`src/rtl/fft_twiddle_seq.sv`:
```
// Twiddle-factor sequencer for one radix-2 DIT butterfly stage: streams the N/2 twiddles
// in butterfly order over valid/ready. The W_N^k table is built at elaboration, so no image file is needed.
module fft_twiddle_seq #(
  parameter int N_POINTS = 8,
  parameter int LOG2N    = 3,
  parameter int W_WIDTH  = 16
) (
  input  logic                      clk,
  input  logic                      rst_n,
  input  logic                      start,
  input  logic [LOG2N-1:0]          stage,
  input  logic                      inverse,
  input  logic                      w_ready,
  output logic                      w_valid,
  output logic signed [W_WIDTH-1:0] w_real,
  output logic signed [W_WIDTH-1:0] w_imag,
  output logic [LOG2N-2:0]          w_index,
  output logic                      w_last,
  output logic                      busy,
  output logic                      done
);

  localparam int HALF = N_POINTS / 2;
  localparam int KW   = LOG2N - 1;
  localparam int FRAC = 30;
  localparam longint ONE_Q30 = 64'sd1073741824;
  localparam longint PI_Q30  = 64'sd3373259426;

  localparam logic [0:0] IDLE = 1'b0;
  localparam logic [0:0] RUN  = 1'b1;

  typedef logic [HALF-1:0][2*W_WIDTH-1:0] rom_t;

  // Q30 Taylor series on [0, pi/2); the second quadrant uses the quarter-turn identity
  function automatic rom_t build_rom();
    rom_t   rom;
    longint x;
    longint t;
    longint c;
    longint s;
    longint cr;
    longint sr;
    int     q;
    rom = '0;
    for (int k = 0; k < HALF; k++) begin
      q = ((32'sd4 * k) >= N_POINTS) ? 32'sd1 : 32'sd0;
      x = (PI_Q30 * 64'sd2 * longint'(k - q * (N_POINTS / 32'sd4))) / longint'(N_POINTS);
      c = ONE_Q30;
      t = ONE_Q30;
      for (int n = 1; n <= 12; n++) begin
        t = -((((t * x) >>> FRAC) * x) >>> FRAC) / longint'((32'sd2 * n - 32'sd1) * (32'sd2 * n));
        c = c + t;
      end
      s = x;
      t = x;
      for (int n = 1; n <= 12; n++) begin
        t = -((((t * x) >>> FRAC) * x) >>> FRAC) / longint'((32'sd2 * n) * (32'sd2 * n + 32'sd1));
        s = s + t;
      end
      cr = (c * (64'sd1 <<< (W_WIDTH - 2)) + (64'sd1 <<< (FRAC - 1))) >>> FRAC;
      sr = (s * (64'sd1 <<< (W_WIDTH - 2)) + (64'sd1 <<< (FRAC - 1))) >>> FRAC;
      if (q == 32'sd0) begin
        rom[k] = {W_WIDTH'(cr), W_WIDTH'(-sr)};
      end else begin
        rom[k] = {W_WIDTH'(-sr), W_WIDTH'(-cr)};
      end
    end
    return rom;
  endfunction

  localparam rom_t ROM = build_rom();

  logic [0:0]         state_r;
  logic [LOG2N-1:0]   stage_r;
  logic               inverse_r;
  logic [KW-1:0]      b_r;

  logic               stage_ok_s;
  logic               finish_s;
  logic               load_s;
  logic [LOG2N-1:0]   full_mask_s;
  logic [KW-1:0]      mask_s;
  logic [LOG2N-1:0]   shift_s;
  logic [KW-1:0]      k_s;
  logic [2*W_WIDTH-1:0] rom_word_s;
  logic [W_WIDTH-1:0] imag_s;

  // Handshake decode, exponent k = (b mod 2^s) << (LOG2N-1-s), and ROM lookup
  always_comb begin
    stage_ok_s  = ({1'b0, stage} < (LOG2N + 1)'(LOG2N));
    finish_s    = w_valid & w_ready & w_last;
    load_s      = (state_r == RUN) && (!w_valid || w_ready) && !(w_valid && w_last);
    full_mask_s = ({{KW{1'b0}}, 1'b1} << stage_r) - {{KW{1'b0}}, 1'b1};
    mask_s      = full_mask_s[KW-1:0];
    shift_s     = LOG2N'(KW) - stage_r;
    k_s         = (b_r & mask_s) << shift_s;
    rom_word_s  = ROM[k_s];
    if (inverse_r) begin
      imag_s = -rom_word_s[W_WIDTH-1:0];
    end else begin
      imag_s = rom_word_s[W_WIDTH-1:0];
    end
  end

  // Sequencer FSM and registered twiddle output stage
  always_ff @(posedge clk or negedge rst_n) begin
    if (!rst_n) begin
      state_r   <= IDLE;
      stage_r   <= '0;
      inverse_r <= 1'b0;
      b_r       <= '0;
      w_valid   <= 1'b0;
      w_real    <= '0;
      w_imag    <= '0;
      w_index   <= '0;
      w_last    <= 1'b0;
      busy      <= 1'b0;
      done      <= 1'b0;
    end else begin
      done <= 1'b0;
      case (state_r)
        IDLE: begin
          if (start && stage_ok_s) begin
            state_r   <= RUN;
            stage_r   <= stage;
            inverse_r <= inverse;
            b_r       <= '0;
            busy      <= 1'b1;
          end
        end
        RUN: begin
          if (finish_s) begin
            state_r <= IDLE;
            b_r     <= '0;
            w_valid <= 1'b0;
            w_last  <= 1'b0;
            busy    <= 1'b0;
            done    <= 1'b1;
          end else if (load_s) begin
            w_real  <= rom_word_s[2*W_WIDTH-1:W_WIDTH];
            w_imag  <= imag_s;
            w_index <= k_s;
            w_last  <= &b_r;
            w_valid <= 1'b1;
            b_r     <= b_r + {{(KW-1){1'b0}}, 1'b1};
          end
        end
        default: begin
          state_r <= IDLE;
          b_r     <= '0;
          w_valid <= 1'b0;
          w_last  <= 1'b0;
          busy    <= 1'b0;
        end
      endcase
    end
  end

endmodule

```
`config.mk`:
```
export PLATFORM = sky130hd
export DESIGN_NAME = fft_twiddle_seq
export DESIGN_NICKNAME = d
export VERILOG_FILES = /design/src/rtl/fft_twiddle_seq.sv
export SDC_FILE = /design/constraint.sdc
export NUM_CORES = 1
export LEC_CHECK = 0
export CAP_MARGIN = 10
export CORE_MARGIN = 2
export CORE_UTILIZATION = 47
export CTS_BUF_LIST = sky130_fd_sc_hd__clkbuf_4 sky130_fd_sc_hd__clkbuf_8
export CTS_CLUSTER_DIAMETER = 40
export DETAILED_ROUTE_END_ITERATION = 7
export PLACE_DENSITY = 0.87
export SLEW_MARGIN = 15
export SYNTH_ARGS = -nofsm -noshare
export SYNTH_HDL_FRONTEND = slang
export SYNTH_SLANG_ARGS = --single-unit
```
`constraint.sdc`:
```
create_clock -name clk -period 5 [get_ports clk]
set_clock_uncertainty 0.1 [all_clocks]
set_input_delay 0.5 -clock clk [delete_from_list [all_inputs] [get_ports clk]]
set_output_delay 0.5 -clock clk [all_outputs]
set_load 0.03 [all_outputs]
```
==> results.py <==
metrics = {
    "grt": {
        "grt_pass1_wl_microns": 2910,
        "grt_use_total_pct": 14.5,
        "grt_antenna_before_repair": 0,
        "grt_pass1_vias": 671,
        "overflow": 0,
        "grt_start_max_net_pins": 21,
    },
    "floorplanning": {
        "row_count": 17,
        "start_util_pct": 49.8,
        "core_sq_um": 2230,
        "io_pins": 46,
        "die-area_sq_um": 2770,
        "fp.dieH_microns": 52.7,
        "die_w_microns": 52.7,
    },
    "setup_path": {
        "worst-path-buf-inv": 1,
        "end_kind": "primary output",
        "critPathLaunchType": "flip-flop",
        "crit_fanout": 10,
        "critPathKind": "flip-flop to primary output",
        "cp.arrival_ns": 1.52,
        "cp_data_required_time_ns": 4.40,
        "crit_slowest_cell": "clkdlybuf4s50_1",
        "path_delay_family": "buffers and inverters",
        "crit_chain": "clkdlybuf4s50_1",
        "cp_slowest_stage_delay_ns": 0.73,
    },
    "clock_network": {
        "cts.sinks": 20,
        "tritoncts": "yes",
        "postCtsSetupBuffers": 0,
        "clkTransAtPathRegs_ns": 0.10,
        "numCtsBuffers": 3,
        "cts-root-buf": "clkbuf_4",
        "cts_resized": 0,
        "insertion_delay_ns": 0.30,
        "h-tree-depth": 1,
        "hold_buffers": 0,
        "cts_max_path_buffers": 2,
    },
    "detailed_routing": {
        "vias": 810,
        "via_per_inst": 4.94,
        "drt_wl_total_microns": 1820,
        "drtPass1Iterations": 4,
        "ant_nets": 0,
        "drcViolationCount": 0,
        "wire_per_inst_microns": 11.1,
        "drtIter0Drc": 15,
    },
    "synthesis": {
        "synth_nets": 126,
        "synth_ff_type": "dfrtp_1",
        "yosysSeqAreaShare_pct": 45.0,
        "synth-seq-cells": 20,
        "yosysMostFrequentCell": "buf_4",
        "synth_top_area_cell": "dfrtp_1",
        "syn_inst": 113,
        "synth_edf_count": 0,
        "yosysUniqueCellTypes": 26,
        "syn-cell-area_sq_um": 1110,
        "synth_area_per_cell_sq_um": 9.84,
        "yosysWarnings": 0,
        "async_flop_share_pct": 100,
        "synth_area_leaders": "dfrtp_1 45%, buf_4 17%, nand2_1 6.1%, ha_1 5.6%, mux2_2 3.0%",
        "netlist.area_leader.share_pct": 45.0,
        "synthTopCellsByCount": "25 x buf_4, 20 x dfrtp_1, 18 x nand2_1",
    },
    "placement": {
        "dp_cells": 160,
        "gp_congestion": 0.764,
        "portBuffers": 45,
        "placed_area_sq_um": 1410,
        "dp.final_hpwl_microns": 1430,
    },
    "finish": {
        "stdcell_count": 164,
        "stdcell_area_sq_um": 1440,
        "final_core_util_pct": 64.5,
        "final_nets": 150,
        "area_delta_synth_final_pct": 29.6,
        "antenna_cells": 0,
        "drive_above_1_share_pct": 10.3,
    },
    "sta": {
        "fmax_mhz": 471,
        "final-hold-violation-count": 0,
        "worstMarginPinSlew_ns": 0.845,
        "drv_slew": 0,
        "slew_headroom_pct": 43.5,
        "finalSetupViolations": 0,
        "period_share_pct": 42.4,
        "timing.hold.ws_ns": 0.393,
        "finalCriticalPeriod_ns": 2.12,
        "finalSetupTns_ns": 0,
        "rsz0062_at_grt": "no",
    },
    "hold_path": {
        "hp-class": "flip-flop to flip-flop",
    },
    "run": {
        "drv_cap": 0,
    },
    "power_and_ir_drop": {
        "p_leak_nw": 0.637,
        "p_per_area_nw_per_um2": 585,
        "ir_drop_mv": 0.353,
    },
    "status": {
        "outcome": "finished clean",
    },
}
## worst paths after layout
| path | start | to | slack (ns) | cells past startpoint |
|---|---|---|---|---|
| worst min register to register | busy | busy | 0.39 | 2 |
| max in group asynchronous | rst_n | w_real[12] | 3.71 | 1 |
| worst max register to register | stage_r[0] | w_imag[15] | 3.15 | 7 |
| worst max-delay path | w_real[12] | w_real[4] | 2.88 | 1 |
| worst min-delay path | busy | busy | 0.39 | 2 |
| min in group asynchronous | rst_n | w_last | 0.57 | 1 |
## registers in the layout, indices dropped and copies added (netlist names)
name / count
b_r: 2
busy: 1
done: 1
inverse_r: 1
stage_r: 3
state_r: 1
w_imag: 4
w_index: 1
w_last: 1
w_real: 4
w_valid: 1
## layer usage
| metal | vias up | track usage, % | part of all wire (%) |
|---|---|---|---|
| met3 | 2 | 2.86 | 8.0 |
| met1 | 363 | 17.9 | 42 |
| met4 | 0 | 6.41 | 0.77 |
| met2 | 41 | 24.4 | 49 |
| met5 | - | 0 | 0 |
| li1 | 404 | - | - |
## stage by stage
| stage | total power, mW | worst slack (ns) |
|---|---|---|
| after floorplan | 0.626 | 3.33 |
| after global placement | 0.744 | 2.89 |
| after detailed placement | 0.759 | 2.82 |
| after CTS | 0.855 | 2.84 |
| after global routing | 0.909 | 2.78 |
| final | 0.843 | 2.88 |
## layout by cell type, fill, tap and decap left out, drive strengths merged, types with 2 or more instances in the layout
master and instances:
clkdlybuf4s50 45, dfrtp 20, nand2 18, o21ai 9, nor2 8, nand3 5
ha 5, inv 5, clkbuf 4, mux2 3, and2 2, o2111ai 2
## area by class of cell
class	instances	area, sq um
well taps	28	35.0
clock buffers	4	36.3
fillers	191	792
repair buffers	45	450
multi-input cells	62	400
flip-flops and latches	20	500
inverters	5	18.8
## where the power goes
| part | total [mW] | switching [mW] | internal, mW | leakage, nW |
|---|---|---|---|---|
| Clock | 0.0928 | 0.0483 | 0.0445 | 0.0210 |
| Combinational | 0.471 | 0.275 | 0.197 | 0.365 |
| Sequential | 0.279 | 0.0595 | 0.220 | 0.251 |
## logic make-up after synthesis
logic type               synth area share [%]
buffers and inverters                    19.0
flip-flops                               45.0
adder cells (fa/ha/maj)                  5.62
AO/OA/AOI/OAI                            11.8
multiplexers                             3.04
AND/OR/NAND/NOR                          15.5
No activity file was read; power rests on OpenSTA's default activity.
